===== src/rtl/uart_pkg.sv =====
// Shared USART definitions: receive/transmit FSM states and frame-format defaults.
package uart_pkg;

    localparam int unsigned UART_OVERSAMPLE = 16;
    localparam int unsigned UART_DATA_BITS  = 8;

    typedef enum logic [2:0] {
        ST_IDLE,
        ST_START,
        ST_DATA,
        ST_PARITY,
        ST_STOP
    } uart_state_t;

    function automatic logic maj3(input logic a, input logic b, input logic c);
        return (a & b) | (a & c) | (b & c);
    endfunction

endpackage


===== src/rtl/uart_rx_fifo.sv =====
// Small synchronous receive FIFO; a push into a full FIFO without a same-cycle pop is dropped
// and flagged with a one-cycle overrun pulse.
module uart_rx_fifo #(
    parameter int unsigned DEPTH = 4,
    parameter int unsigned WIDTH = 8
) (
    input  logic             clk,
    input  logic             rstn,
    input  logic             push,
    input  logic [WIDTH-1:0] push_data,
    input  logic             pop,
    output logic [WIDTH-1:0] head,
    output logic             full,
    output logic             empty,
    output logic             overrun
);

    localparam int unsigned AW = (DEPTH > 1) ? $clog2(DEPTH) : 1;
    localparam int unsigned CW = AW + 1;

    logic [WIDTH-1:0] mem [DEPTH];
    logic [AW-1:0]    wr_ptr;
    logic [AW-1:0]    rd_ptr;
    logic [CW-1:0]    count;
    logic             overrun_q;
    logic             do_push;
    logic             do_pop;

    assign empty   = (count == '0);
    assign full    = (count == CW'(DEPTH));
    assign do_pop  = pop && !empty;
    // A full FIFO can still accept a push when the head leaves in the same cycle.
    assign do_push = push && (!full || do_pop);
    assign head    = mem[rd_ptr];
    assign overrun = overrun_q;

    always_ff @(posedge clk) begin
        if (!rstn) begin
            wr_ptr    <= '0;
            rd_ptr    <= '0;
            count     <= '0;
            overrun_q <= 1'b0;
            for (int unsigned i = 0; i < DEPTH; i++) begin
                mem[i] <= '0;
            end
        end else begin
            overrun_q <= push && full && !do_pop;
            if (do_push) begin
                mem[wr_ptr] <= push_data;
                wr_ptr      <= wr_ptr + 1'b1;
            end
            if (do_pop) begin
                rd_ptr <= rd_ptr + 1'b1;
            end
            case ({do_push, do_pop})
                2'b10:   count <= count + 1'b1;
                2'b01:   count <= count - 1'b1;
                default: count <= count;
            endcase
        end
    end

endmodule


===== src/rtl/uart_rx_core.sv =====
// USART receive engine: 2-FF synchronizer, oversampled tick generator, 3-sample majority vote,
// frame FSM with parity/framing checks, and a receive FIFO on a valid/ready stream.
module uart_rx_core
    import uart_pkg::*;
#(
    parameter int unsigned DATA_BITS  = UART_DATA_BITS,
    parameter int unsigned OVERSAMPLE = UART_OVERSAMPLE,
    parameter int unsigned DIV_WIDTH  = 16,
    parameter int unsigned FIFO_DEPTH = 4
) (
    input  logic                 io_clk,
    input  logic                 io_rstn,
    input  logic                 io_rxd,
    input  logic [DIV_WIDTH-1:0] io_clkDiv,
    input  logic                 io_parityEn,
    input  logic                 io_parityOdd,
    output logic                 io_data_valid,
    input  logic                 io_data_ready,
    output logic [DATA_BITS-1:0] io_data_payload,
    output logic                 io_frameErr,
    output logic                 io_parityErr,
    output logic                 io_overrun,
    output logic                 io_busy
);

    localparam int unsigned SW = $clog2(OVERSAMPLE);
    localparam int unsigned BW = $clog2(DATA_BITS + 1);
    localparam logic [SW-1:0] S_V0   = SW'(OVERSAMPLE / 2 - 1);
    localparam logic [SW-1:0] S_V1   = SW'(OVERSAMPLE / 2);
    localparam logic [SW-1:0] S_V2   = SW'(OVERSAMPLE / 2 + 1);
    localparam logic [SW-1:0] S_LAST = SW'(OVERSAMPLE - 1);

    uart_state_t          state;
    uart_state_t          state_nxt;
    logic                 sync1;
    logic                 rxd_s;
    logic                 rxd_prev;
    logic [DIV_WIDTH-1:0] div_cnt;
    logic [SW-1:0]        scnt;
    logic [BW-1:0]        bcnt;
    logic [DATA_BITS-1:0] shreg;
    logic [1:0]           samp;
    logic                 par_en_q;
    logic                 par_odd_q;
    logic                 perr;
    logic                 frame_err_q;
    logic                 parity_err_q;
    logic                 start_det;
    logic                 tick;
    logic                 vote;
    logic                 at_vote;
    logic                 at_wrap;
    logic                 decide;
    logic                 push;
    logic                 fifo_full;
    logic                 fifo_empty;

    assign start_det = (state == ST_IDLE) && !rxd_s && rxd_prev;
    assign tick      = (state != ST_IDLE) && (div_cnt == io_clkDiv);
    // Third sample is the live synchronized input; the first two were captured on earlier ticks.
    assign vote      = maj3(samp[0], samp[1], rxd_s);
    assign at_vote   = tick && (scnt == S_V2);
    assign at_wrap   = tick && (scnt == S_LAST);
    assign decide    = (state == ST_STOP) && at_vote;
    assign push      = decide && vote && !perr;

    always_comb begin
        state_nxt = state;
        case (state)
            ST_IDLE:   if (start_det) state_nxt = ST_START;
            ST_START: begin
                if (at_vote && vote) state_nxt = ST_IDLE;
                else if (at_wrap)    state_nxt = ST_DATA;
            end
            ST_DATA: begin
                if (at_wrap && (bcnt == BW'(DATA_BITS - 1)))
                    state_nxt = par_en_q ? ST_PARITY : ST_STOP;
            end
            ST_PARITY: if (at_wrap) state_nxt = ST_STOP;
            ST_STOP:   if (at_vote) state_nxt = ST_IDLE;
            default:   state_nxt = ST_IDLE;
        endcase
    end

    always_ff @(posedge io_clk) begin
        if (!io_rstn) begin
            sync1        <= 1'b1;
            rxd_s        <= 1'b1;
            rxd_prev     <= 1'b1;
            state        <= ST_IDLE;
            div_cnt      <= '0;
            scnt         <= '0;
            bcnt         <= '0;
            shreg        <= '0;
            samp         <= '0;
            par_en_q     <= 1'b0;
            par_odd_q    <= 1'b0;
            perr         <= 1'b0;
            frame_err_q  <= 1'b0;
            parity_err_q <= 1'b0;
        end else begin
            sync1        <= io_rxd;
            rxd_s        <= sync1;
            rxd_prev     <= rxd_s;
            state        <= state_nxt;
            frame_err_q  <= decide && !vote;
            parity_err_q <= decide && vote && perr;
            if (start_det) begin
                div_cnt   <= '0;
                scnt      <= '0;
                bcnt      <= '0;
                perr      <= 1'b0;
                par_en_q  <= io_parityEn;
                par_odd_q <= io_parityOdd;
            end else if (tick) begin
                div_cnt <= '0;
                scnt    <= (scnt == S_LAST) ? '0 : scnt + 1'b1;
                if (scnt == S_V0) samp[0] <= rxd_s;
                if (scnt == S_V1) samp[1] <= rxd_s;
                if ((state == ST_DATA) && (scnt == S_V2))
                    shreg <= {vote, shreg[DATA_BITS-1:1]};
                if ((state == ST_DATA) && (scnt == S_LAST))
                    bcnt <= bcnt + 1'b1;
                if ((state == ST_PARITY) && (scnt == S_V2))
                    perr <= vote ^ (^shreg) ^ par_odd_q;
            end else if (state != ST_IDLE) begin
                div_cnt <= div_cnt + 1'b1;
            end
        end
    end

    uart_rx_fifo #(
        .DEPTH(FIFO_DEPTH),
        .WIDTH(DATA_BITS)
    ) u_fifo (
        .clk      (io_clk),
        .rstn     (io_rstn),
        .push     (push),
        .push_data(shreg),
        .pop      (io_data_valid && io_data_ready),
        .head     (io_data_payload),
        .full     (fifo_full),
        .empty    (fifo_empty),
        .overrun  (io_overrun)
    );

    assign io_data_valid = !fifo_empty;
    assign io_frameErr   = frame_err_q;
    assign io_parityErr  = parity_err_q;
    assign io_busy       = (state != ST_IDLE);

endmodule

===== config.mk =====
export PLATFORM = sky130hd
export DESIGN_NAME = uart_rx_core
export DESIGN_NICKNAME = d
export VERILOG_FILES = /design/src/rtl/uart_pkg.sv /design/src/rtl/uart_rx_fifo.sv /design/src/rtl/uart_rx_core.sv
export SDC_FILE = /design/constraint.sdc
export NUM_CORES = 1
export LEC_CHECK = 0
export ABC_AREA = 1
export ABC_CLOCK_PERIOD_IN_PS = 2400
export CAP_MARGIN = 20
export CORE_MARGIN = 2
export CORE_UTILIZATION = 52
export DETAILED_ROUTE_END_ITERATION = 8
export PLACE_DENSITY_LB_ADDON = 0.25
export RECOVER_POWER = 50
export SYNTH_ARGS = -nofsm -noshare
export SYNTH_HDL_FRONTEND = slang
export SYNTH_SLANG_ARGS = --single-unit

===== constraint.sdc =====
create_clock -name io_clk -period 2.4 [get_ports io_clk]
set_clock_uncertainty 0.2 [all_clocks]
set_input_delay 0.24 -clock io_clk [delete_from_list [all_inputs] [get_ports io_clk]]
set_output_delay 0.24 -clock io_clk [all_outputs]
set_load 0.02 [all_outputs]

# Word level (Yosys, flattened, before mapping)
# Memories as Yosys holds them, arrays and structs flattened. A register that Yosys moved wholly into a read port is not among the register bits.
# Cells that the tools add are included.
[op_classes]
addsub = 7
eq_ne = 18
mux = 19
n_bitwise = 9
n_reduce_logical = 41
[ops]
columns = ["op", "n"]
rows = [
  ["$mux W3", 7],
  ["$logic_and A1 B1 Y1", 20],
  ["$add A16 B1 Y16 const B", 1],
  ["$eq A16 B16 Y1", 1],
  ["$pmux W3 S5", 1],
  ["$eq A4 B4 Y1 const B", 3],
  ["$reduce_and A3 Y1", 3],
  ["$add A4 B1 Y4 const B", 2],
  ["$eq A4 B3 Y1 const B", 2],
  ["$mux W8", 1],
  ["$ne A2 B2 Y1 const B", 4],
  ["$reduce_or A8 Y1", 1],
  ["$reduce_xor A8 Y1", 1],
  ["$eq A3 B2 Y1 const B", 2],
  ["$eq A3 B3 Y1 const B", 2],
  ["$logic_not A1 Y1", 6],
  ["$logic_not A3 Y1", 2],
  ["$mux W2", 3],
  ["$pmux W3 S2", 1],
  ["$mux W1", 5],
  ["$reduce_and A5 Y1", 1],
  ["$add A2 B1 Y2 const B", 2],
  ["$mux W4", 1],
  ["$reduce_and A2 Y1", 2],
  ["other kinds (15)", 20],
]
[word_totals]
ff_bits = 53
ram_bits = 32
inputBits = 22
out_inout_bits = 13
wordCells = 114
n_memories = 1
[memory_table]
columns = ["name", "depth", "width", "rd", "rd_clocked_by_memory_dff", "write_ports", "line_no", "source"]
rows = [
  ["u_fifo.mem", 4, 8, 1, 1, 4, "uart_rx_fifo.sv:21", "logic [WIDTH-1:0] mem [DEPTH];"],
]

# Depth between registers and ports, before layout
[logic_depth]
ltp_word = 12
depth_mapped = 17

# Cells and area by module
# A second synthesis with hierarchy kept.
[unflattened]
hier_cells = 555
area_unflattened_um2 = 4426.7
[modules_own_cells]
columns = ["module", "n_inst", "cells_each", "area_per_inst_um2"]
rows = [
  ["uart_rx_core", 1, 368, 2519.9],
  ["uart_rx_fifo", 1, 187, 1906.8],
]

# Worst setup path after synthesis
# No wires, ideal clock.
[synth_path]
path_type = "reg2reg"
from = "register u_fifo.count[0]"
to = "register u_fifo.count[2]"
t_arrival_ps = 2222
slack_ps = -144
stages_incl_launch_ff = 15
n_path_buf = 0
period_less_slack_ps = 2544
path_cell_list = "dfxtp_1 -> nor2_1 -> nand2_1 -> nand2_1 -> nand3_1 -> inv_1 -> nor2_2 -> inv_1 -> ha_1 -> inv_1 -> fa_1 -> a21oi_1 -> o21ai_0 -> o21ai_0 -> a21oi_1"
[synth_via]
elab_chain_cells = 8
[synth_lines]
columns = ["element", "line_no", "source"]
rows = [
  ["start, declared", "uart_rx_fifo.sv:24", "logic [CW-1:0] count;"],
  ["start signal, assigned", "uart_rx_fifo.sv:56", "2'b10: count <= count + 1'b1;"],
  ["start signal, assigned", "uart_rx_fifo.sv:57", "2'b01: count <= count - 1'b1;"],
  ["start signal, assigned", "uart_rx_fifo.sv:58", "default: count <= count;"],
  ["$logic_not A3 Y1 *", "uart_rx_fifo.sv:29", "assign empty = (count == '0);"],
  ["$logic_not A1 Y1 *", "uart_rx_core.sv:147", "assign io_data_valid = !fifo_empty;"],
  ["named net io_data_valid", "uart_rx_core.sv:17", "output logic io_data_valid,"],
  ["$logic_and A1 B1 Y1", "uart_rx_core.sv:140", ".pop (io_data_valid && io_data_ready),"],
  ["$logic_and A1 B1 Y1 *", "uart_rx_fifo.sv:31", "assign do_pop = pop && !empty;"],
  ["$logic_or A1 B1 Y1", "uart_rx_fifo.sv:33", "assign do_push = push && (!full || do_pop);"],
  ["$logic_and A1 B1 Y1", "uart_rx_fifo.sv:33", ""],
  ["$eq A2 B1 Y1 / $eq A2 B2 Y1 (equally long branches)", "uart_rx_fifo.sv:55", "case ({do_push, do_pop})"],
  ["$pmux W3 S2 / $reduce_bool A2 Y1 (equally long branches)", "n/a", ""],
]
# The timed path passes the listed nets; every way through them passes the cells marked *.
# A chain may end at the register's enable or synchronous reset.

# Worst setup path after layout
[layout_path]
from = "register div_cnt[11]"
to = "register u_fifo.count[1]"
[layout_via]
elab_chain_cells = 9
[layout_lines]
columns = ["element", "line_no", "source"]
rows = [
  ["start, declared", "uart_rx_core.sv:38", "logic [DIV_WIDTH-1:0] div_cnt;"],
  ["start signal, assigned", "uart_rx_core.sv:127", "div_cnt <= div_cnt + 1'b1;"],
  ["$eq A16 B16 Y1 *", "uart_rx_core.sv:59", "assign tick = (state != ST_IDLE) && (div_cnt == io_clkDiv);"],
  ["$logic_and A1 B1 Y1 *", "uart_rx_core.sv:59", ""],
  ["$logic_and A1 B1 Y1 *", "uart_rx_core.sv:62", "assign at_vote = tick && (scnt == S_V2);"],
  ["$logic_and A1 B1 Y1 *", "uart_rx_core.sv:64", "assign decide = (state == ST_STOP) && at_vote;"],
  ["$logic_and A1 B1 Y1 * (2 in a row)", "uart_rx_core.sv:65", "assign push = decide && vote && !perr;"],
  ["$logic_and A1 B1 Y1 *", "uart_rx_fifo.sv:33", ""],
  ["$eq A2 B1 Y1 / $eq A2 B2 Y1 (equally long branches)", "uart_rx_fifo.sv:55", ""],
  ["$pmux W3 S2 / $reduce_bool A2 Y1 (equally long branches)", "n/a", ""],
]
# Mark *: on every way between the ends. The rest lies on a longest branch, timed or not.

==> metrics.md <==
| Metric | Value |
|---|---|
| Synth Cell Area | `approximately 4300 um^2` |
| CP required | `~2.5 ns` |
| Fraction of layout cells with a size suffix above 1 | `0.199` |
| Number of enable-type register cells in the synthesized netlist | `32` |
| Max IR drop VDD | `approximately 0.34 mV` |
| Switching power total | `between 1 and 1.5 mW` |
| Worst slew pin tran | `about 0.36 ns` |
| TritonCTS Buffers | `9` |
| CTS H-Tree Depth | `3` |
| Placement row count | `33` |
| Initial DRC count | `145` |
| Post-synthesis sequential area ratio | `0.481` |
| Vias per cell | `4.99` |
| Top cell type's share of synthesized area | `0.257` |
| Post-synthesis compound-gate area fraction | `0.107` |
| Height of the chip | `94.8 um` |
| Unrepaired setup endpoints after global routing | `true` |
| Top Ports | `35` |
| Synthesis Warnings | `0` |
| Number of failing hold endpoints at the final stage | `0` |
| Status | `completed` |
| Mean post-synth cell area | `about 8 um^2` |
| Largest family of logic cells by synthesized area | `simple AND/OR/NAND/NOR gates` |
| Initial antenna violation count | `0` |
| Cell with the largest stage delay on the worst path | `sky130_fd_sc_hd__fa_2` |
| Switching Fraction | `0.337` |
| Element type at the critical path end | `register` |
| Final nets | `about 660` |
| Number of register bits inferred by synthesis | `slightly below 90` |
| Clock network power share | `0.262` |
| Number of antenna diodes | `0` |
| Sequential cell fraction of total power | `0.450` |
| Post-route clock period utilization | `0.994` |
| Leading cell types in the layout, fill and taps excluded | `98 x sky130_fd_sc_hd__nor2_1, 79 x sky130_fd_sc_hd__nand2_1, 62 x sky130_fd_sc_hd__inv_1, 53 x sky130_fd_sc_hd__buf_4, 48 x sky130_fd_sc_hd__dfxtp_1` |
| Number of buffers added on ports | `34` |
| DRC | `0` |
| Vias after detailed routing | `between 3000 and 4000` |
| Maximum clock insertion buffer count | `2` |
| Critical path class | `reg -> reg` |
| Maximum number of pins on one net before global-route repair | `25` |
| Total buffers and inverters traversed by the critical path | `3` |
| Adder and majority gate portion of the synthesized area | `0.0222` |
| Floorplan die width | `between 90 and 100 um` |
| Core ar. | `8090 um^2` |
| Proportion of synthesized area in mux cells | `0` |
| Area of the die | `8980 um^2` |
| Vias in the first global route | `roughly 3500` |
| Number of distinct library cell variants in the gate-level netlist after synthesis | `35` |
| Family with the most delay on the worst path | `simple AND/OR/NAND/NOR gates` |
| Total routing resource utilization after global routing | `0.219` |
| Number of clock sinks | `slightly below 90` |
| Xor/xnor cell area share of the yosys netlist | `0.0552` |
| Final setup margin | `0.0149 ns` |
| DRT Pass-1 Iters | `4` |
| Hold bufs inserted after CTS | `0` |
| Net count of the mapped netlist | `roughly 560` |
| Final number of setup-violating endpoints | `0` |
| Global-route wire length before repair | `15400 um` |
| Dominant cells by area after synthesis | `sky130_fd_sc_hd__dfxtp_1 26%, sky130_fd_sc_hd__edfxtp_1 22%, sky130_fd_sc_hd__nor2_1 8.7%` |
| Ordered cell list for the critical path | `inv_2 -> nand2_2 -> nand2_2 -> nand2_2 -> nor3_2 -> nand3_2 -> nor2_4 -> nand4_4 -> nor2_4 -> inv_2 -> ha_4 -> inv_4 -> fa_2 -> a21oi_2` |
| # placed instances | `approximately 720` |
| Pleak | `~2.2 nW` |
| Synth Flop Type | `sky130_fd_sc_hd__dfxtp_1` |
| Crit path max fanout | `3` |
| Clock-pin slew of the registers on the worst-case setup and hold paths | `around 0.1 ns` |
| Post-DP HPWL | `around 6900 um` |
| Routed wire length | `around 9400 um` |
| Tot Pwr | `around 3.7 mW` |
| Initial cell density of the core | `0.529` |
| Critical Path Most Common Cell | `sky130_fd_sc_hd__nand2_2` |
| Worst slew margin relative to its limit | `0.756` |
| Gate power share | `0.288` |
| Commonest non-fill, non-tap cell in the layout | `sky130_fd_sc_hd__nor2_1` |
| Cell internal power dissipation | `approximately 2.4 mW` |
| Residual antenna-violating net count after detailed routing | `0` |
| CTS tree | `built` |
| Count of pins over their slew limit | `0` |
| Achievable clock frequency | `419 MHz` |
| Nature of the critical path startpoint | `register` |
| Weighted congestion at the end of routability-driven global placement | `between 0.8 and 0.9` |
| Remaining Overflow, GRT | `0` |
| Max Cap Violations | `0` |
| Fill cell total of the finished layout | `between 600 and 700` |
| Async SR Flop Fraction | `0` |
| Simple logic cell fraction of the synthesized area | `0.262` |
| Library cell with the largest summed area after synthesis | `sky130_fd_sc_hd__dfxtp_1` |
| Total power per unit cell area | `approximately 670 nW/um^2` |
| Finished Layout Cells | `between 700 and 800` |
| Setup WS pre-CTS | `-0.492 ns` |
| Cells after Synth | `approximately 530` |
| Min-delay worst type | `reg -> reg` |
| Wire length per cell after detailed routing | `roughly 13 um` |
| Critical path data arrival time | `approximately 2.5 ns` |
| Max incr delay on CP | `roughly 0.43 ns` |
| Growth of design area from synthesis to finish | `28.9%` |
| Clock insertion delay at the later pin of the skew report | `0.36 ns` |
| Clock root buffer | `sky130_fd_sc_hd__clkbuf_8` |
| Clock period minus worst slack | `roughly 2.4 ns` |
==> kinds of logic (layout without fill, tap and decap cells) <==
group                    after synthesis  after routing
XOR/XNOR                              27             27
adder cells (fa/ha/maj)                7              7
buffers and inverters                 79            184
AND/OR/NAND/NOR                      242            242
flip-flops                            87             87
AO/OA/AOI/OAI                         86             86
==> metrics by stage <==
step	util	setup TNS (ns)	cell area (um^2)	hold slack (ns)
4_1_cts	0.670	-0.00611	5430	0.228
6_report	0.683	0	5520	0.225
3_3_place_gp	0.643	-10.38	5210	0.196
5_1_grt	0.683	-0.929	5520	0.241
3_5_place_dp	0.643	-14.12	5210	0.207
2_1_floorplan	-	0	4300	0.147
==> flip-flops by register name, indices dropped and copies added, names as in the netlist, named ones only <==
| register | cells |
|---|---|
| u_fifo.wr_ptr | 2 |
| bcnt | 4 |
| u_fifo.mem | 32 |
| par_odd_q | 1 |
| rxd_prev | 1 |
| rxd_s | 1 |
| io_frameErr | 1 |
| perr | 1 |
| u_fifo.rd_ptr | 2 |
| io_parityErr | 1 |
| state | 3 |
| u_fifo.count | 3 |
| par_en_q | 1 |
| shreg | 8 |
| sync1 | 1 |
| scnt | 4 |
| u_fifo.overrun | 1 |
| div_cnt | 16 |
| samp | 2 |
==> layer usage <==
| metal | share of wire | global-route usage | wire length (um) | vias up |
|---|---|---|---|---|
| met5 | 0 | 0 | 0 | - |
| met4 | 0.016 | 0.0785 | 146 | 0 |
| met3 | 0.024 | 0.0263 | 229 | 11 |
| met2 | 0.52 | 0.401 | 4870 | 58 |
| met1 | 0.44 | 0.263 | 4130 | 1686 |
| li1 | - | - | - | 1929 |
==> area by class of cell <==
type	count	area (um^2)	share of cell area
inverter	72	277	0.0501
sequential	87	2070	0.375
multi-input combinational	362	1990	0.359
clock buffer	9	124	0.0224
tap	105	131	0.0238
clock inverter	7	56.3	0.0102
timing repair inverter	1	7.51	0.00136
timing repair buffer	95	872	0.158
==> path summary, 6_finish.rpt <==
| check | from | to | slack, ns | cells after the start |
|---|---|---|---|---|
| worst max register to register | div_cnt[11] | u_fifo.count[1] | 0.01 | 14 |
| worst min register to register | sync1 | rxd_s | 0.23 | 1 |
| worst max-delay path | div_cnt[11] | u_fifo.count[1] | 0.01 | 14 |
| worst min-delay path | sync1 | rxd_s | 0.23 | 1 |
==> power groups by stage <==
stage / combinational [mW] / sequential, mW / clock, mW
floorplan: 0.593 / 1.69 / 0
global placement: 0.983 / 1.68 / 0
detailed placement: 1.00 / 1.68 / 0
CTS: 1.02 / 1.65 / 0.984
global route: 1.17 / 1.66 / 1.03
finish: 1.06 / 1.66 / 0.961
==> cell usage after synthesis (4+ instances only) <==
master and number:
sky130_fd_sc_hd__nor2_1 99, sky130_fd_sc_hd__nand2_1 85, sky130_fd_sc_hd__inv_1 66, sky130_fd_sc_hd__dfxtp_1 55, sky130_fd_sc_hd__o21ai_0 39, sky130_fd_sc_hd__a21oi_1 32
sky130_fd_sc_hd__edfxtp_1 32, sky130_fd_sc_hd__nand3_1 18, sky130_fd_sc_hd__xor2_1 18, sky130_fd_sc_hd__nor3_1 10, sky130_fd_sc_hd__xnor2_1 9, sky130_fd_sc_hd__o22ai_1 8
sky130_fd_sc_hd__ha_1 6, sky130_fd_sc_hd__nand4_1 6, sky130_fd_sc_hd__clkbuf_1 4, sky130_fd_sc_hd__inv_2 4, sky130_fd_sc_hd__nand4_4 4, sky130_fd_sc_hd__nor2_2 4
==> worst register-to-register path: cells and delay by family (launching register included) <==
| family | cells | cell delay (ns) |
|---|---|---|
| and+or+nand+nor | 8 | 0.91 |
| adders and majority gates | 2 | 0.59 |
| DFF | 1 | 0.34 |
| AOI/OAI and AO/OA | 1 | 0.12 |
| buffers and inverters | 3 | 0.17 |
==> repair_timing <==
action	4_1_cts	5_1_grt
endpoints found under the setup margin	3	15
buffers inserted	3	3
resized for setup	5	34
cloned	0	1
pin swaps	1	12
Note: power is estimated with default switching activity, not from simulation.
==> patch 1 (same settings) <==
The 5 states of `uart_state_t` get a one-hot encoding in 5 bits.
--- a/src/rtl/uart_pkg.sv
+++ b/src/rtl/uart_pkg.sv
@@ -4,12 +4,12 @@
     localparam int unsigned UART_OVERSAMPLE = 16;
     localparam int unsigned UART_DATA_BITS  = 8;
 
-    typedef enum logic [2:0] {
-        ST_IDLE,
-        ST_START,
-        ST_DATA,
-        ST_PARITY,
-        ST_STOP
+    typedef enum logic [4:0] {
+        ST_IDLE   = 5'b00001,
+        ST_START  = 5'b00010,
+        ST_DATA   = 5'b00100,
+        ST_PARITY = 5'b01000,
+        ST_STOP   = 5'b10000
     } uart_state_t;
 
     function automatic logic maj3(input logic a, input logic b, input logic c);
Formal check against the unedited RTL: same outputs for any inputs over 10 cycles, from zero or initial values and one cycle with io_rstn low; not proved beyond that.
==> patch 1 against the unedited design <==
Design area decreased by 3.4%; wire length decreased by 4.4%; worst setup slack improved by 0.027 ns; sequential cell count increased by 2; area after synthesis decreased by 0.58%; total power decreased by 3.2%; first-iteration DRC count decreased by 19%.
==> patch 1: results (changes against the unedited design) <==
Slew headroom: 65.5% (was 75.6%)
number of non-clock buffers in the layout: 75 (was 95)
combinational power share: 20.1% (was 28.8%)
share of the yosys chip area belonging to registers: 49.4% (was 48.1%)
DP Worst Slack: -0.330 ns (was -0.492 ns)
Synth cell types: 38 (was 35)
met2 usage: 37.5% (was 40.1%)
Psw: 1.04 mW (was 1.24 mW)
Hold/Removal Path Class: in -> reg (was reg -> reg)
Inst Count DP: 683 (was 715)
CP max stage cell: clkdlybuf4s50_1 (was fa_2)
Vias/cell: 5.14 (was 4.99)
VDD IR-drop max: 0.425 mV (was 0.344 mV)
run status: finished, final reports clean (unchanged)
fin area: 5340 um2 (was 5520 um2)
post-synthesis xor/xnor area fraction: 3.91% (was 5.52%)
first-pass GRT wire length: 14600 um (was 15400 um)
worst r2r path cells: 17 (was 14)
multi-input gate count: 342 (was 362)
wl on met1: 3880 um (was 4130 um)
crit-path leading delay family: buffers and inverters (was simple AND/OR/NAND/NOR gates)
nets: 624 (was 657)
Commonest cells post-synth: 80 x nor2_1, 76 x nand2_1, 70 x inv_1, 57 x dfxtp_1, 39 x o21ai_0 (was 99 x nor2_1, 85 x nand2_1, 66 x inv_1, 55 x dfxtp_1, 39 x o21ai_0)
GRT Util Overall: 21.0% (was 21.9%)
Critical Path End: io_data_payload[2] (was u_fifo.count[1]$_SDFFE_PN0P_)
met2 WL: 4630 um (was 4870 um)
M1 GR Usage: 24.3% (was 26.3%)
Non-clock buffering overhead: 12.7% (was 15.8%)
worst r2r dst: u_fifo.count[2]$_SDFFE_PN0P_ (was u_fifo.count[1]$_SDFFE_PN0P_)
detailed placement HPWL: 6480 um (was 6910 um)
main area contributors after synthesis: dfxtp_1 27%, edfxtp_1 23%, nor2_1 7.1% (was dfxtp_1 26%, edfxtp_1 22%, nor2_1 8.7%)
R2R Setup Slk: 0.12 ns (was 0.01 ns)
Critical Path AT: 1.92 ns (was 2.49 ns)
area post-placement: 5010 um2 (was 5210 um2)
setup slack after layout: 0.0419 ns (was 0.0149 ns)
Clock buf/inv share: 4.22% (was 3.26%)
## patch 1: cell types whose count changed in the layout (fill, tap and decap cells not counted), moves of 3 or more
cell            before  now
clkinv_1             3    0
dfxtp_1             48   52
clkbuf_1             2    5
nor3_1               9   16
xor2_1              18   11
inv_1               62   66
nor3b_1              0    5
nand3_4              1    4
o21ai_1              2    6
dlymetal6s2s_1       6    1
nand2_1             79   71
buf_4               53   31
nor2_1              98   79
a21oi_1             30   34
## patch 1: how the worst min path moves through the flow
stage | from | to | slack, ns | depth (start not counted)
2_1_floorplan | io_rxd | sync1$_SDFF_PN1_ | 0.15 | 1
3_3_place_gp | sync1$_SDFF_PN1_ | rxd_s$_SDFF_PN1_ | 0.20 | 1
3_5_place_dp | sync1$_SDFF_PN1_ | rxd_s$_SDFF_PN1_ | 0.22 | 1
4_1_cts | io_rxd | sync1$_SDFF_PN1_ | 0.23 | 2
5_1_grt | io_rxd | sync1$_SDFF_PN1_ | 0.23 | 2
6_report | io_rxd | sync1$_SDFF_PN1_ | 0.24 | 2
==> patch 2 (same settings) <==
Without the edit above. Change the package constant `UART_OVERSAMPLE` from 16 to 8.
--- a/src/rtl/uart_pkg.sv
+++ b/src/rtl/uart_pkg.sv
@@ -1,7 +1,7 @@
 // Shared USART definitions: receive/transmit FSM states and frame-format defaults.
 package uart_pkg;
 
-    localparam int unsigned UART_OVERSAMPLE = 16;
+    localparam int unsigned UART_OVERSAMPLE = 8;
     localparam int unsigned UART_DATA_BITS  = 8;
 
     typedef enum logic [2:0] {
Formal check against the unedited RTL: not equivalent (Yosys sat finds a counterexample within 10 cycles, from zero or initial values and one cycle with io_rstn low).
==> patch 2 against the unedited design <==
Die area is 1.5% lower; area after synthesis fell by 1.6%; hold slack worse by 0.0060 ns; sequential cell count is 1 lower; worst setup slack better by 0.015 ns; design area fell by 3.6%; wire length decreased by 8.4%; total power decreased by 6.3%.
==> patch 2: results (changes against the unedited design) <==
run status: finished, final reports clean (unchanged)
largest registers: u_fifo.mem: 32 flops, div_cnt: 16 flops, shreg: 8 flops (unchanged)
Synthesized Nets: 546 (was 557)
Worst Tran Pin Value: 0.545 ns (was 0.363 ns)
worst r2r path cells: 16 (was 14)
first-pass GRT wire length: 14600 um (was 15400 um)
final period utilization: 98.8% (was 99.4%)
via count: 3524 (was 3684)
number of fill cells: 633 (was 651)
Inserted Diodes: 0 (unchanged)
Critical Path AT: 2.42 ns (was 2.49 ns)
htree depth: 3 (unchanged)
clk pwr: 1.01 mW (was 961 uW)
DRT Pass-1 Iters: 4 (unchanged)
combinational power share: 23.6% (was 28.8%)
hold wc startpoint: sync1$_SDFF_PN1_ (unchanged)
layout cell share with drive strength beyond 1: 18.5% (was 19.9%)
share of the yosys chip area belonging to registers: 48.4% (was 48.1%)
Worst Hold Path Cells: 1 (unchanged)
Total Power: 3.44 mW (was 3.68 mW)
area post-placement: 5020 um2 (was 5210 um2)
DR WL/cell: 12.2 um (was 12.7 um)
Commonest cells post-synth: 102 x nor2_1, 73 x nand2_1, 67 x inv_1, 54 x dfxtp_1, 36 x o21ai_0 (was 99 x nor2_1, 85 x nand2_1, 66 x inv_1, 55 x dfxtp_1, 39 x o21ai_0)
main area contributors after synthesis: dfxtp_1 26%, edfxtp_1 23%, nor2_1 9.1% (was dfxtp_1 26%, edfxtp_1 22%, nor2_1 8.7%)
nets: 630 (was 657)
Psw: 1.03 mW (was 1.24 mW)
post-synthesis xor/xnor area fraction: 5.61% (was 5.52%)
post-synthesis compound-gate area fraction: 10.8% (was 10.7%)
Post-Route WL: 8590 um (was 9370 um)
latest clock arrival within the worst-skew pair: 0.36 ns (about the same)
Synth cell types: 34 (was 35)
DP Worst Slack: -0.425 ns (was -0.492 ns)
RR Startpoint: state[0]$_SDFFE_PN0P_ (was div_cnt[11]$_SDFFE_PP0P_)
adder-cell share of the synthesized area: 2.85% (was 2.22%)
synthesis warning total: 0 (unchanged)
critical path type: reg -> reg (unchanged)
largest net degree at the start of global routing: 17 (was 25)
detailed placement HPWL: 6490 um (was 6910 um)
initial DRC count: 126 (was 145)
vias in the first global route: 3380 (was 3515)
Inst Count DP: 686 (was 715)
Max stage delay on crit path: 0.37 ns (was 0.43 ns)
Leak: 2.03 nW (was 2.20 nW)
Placer Congestion: 0.874 (was 0.863)
VDD IR-drop max: 0.288 mV (was 0.344 mV)
worst r2r dst: u_fifo.count[2]$_SDFFE_PN0P_ (was u_fifo.count[1]$_SDFFE_PN0P_)
syn avg cell area: 8.19 um2 (was 8.11 um2)
clock-pin transition on the worst setup and hold timing paths: 0.09 ns
GRT Util Overall: 20.9% (was 21.9%)
post-layout util: 68.2% (was 68.3%)
Hold WS: 0.219 ns (was 0.225 ns)
crit path max fanout: 3 (unchanged)
[patch 2: changes by cell type in the layout (fill, tap and decap cells not counted), moves of 4 or more]
cell,delta
a211oi_1,+8
buf_4,-12
clkdlybuf4s50_1,+7
dfxtp_1,-4
dlymetal6s2s_1,-5
nand2_1,-11
[patch 2: repair_timing]
action | 4_1_cts | 5_1_grt
endpoints found under the setup margin | 3 | 45
buffers inserted | 3 | 1
gates resized for setup | 7 | 25
pin swaps | 2 | 8
[patch 2: metal layers]
layer  share of wire, %  up-vias  global-route usage (%)
met5                  0        -                       0
met4                2.0        0                    9.54
met3                1.9       17                    2.89
met2                 52       37                    37.5
met1                 44     1630                    24.5
li1                   -     1840                       -
[patch 2: area by class of cell]
type / instances / area share [%]
well taps: 102 / 2.40
clock buffers: 11 / 3.06
multi-input cells: 350 / 36.2
clock inverters: 5 / 0.705
flip-flops and latches: 86 / 38.6
repair buffers: 80 / 13.8
inverters: 72 / 5.24
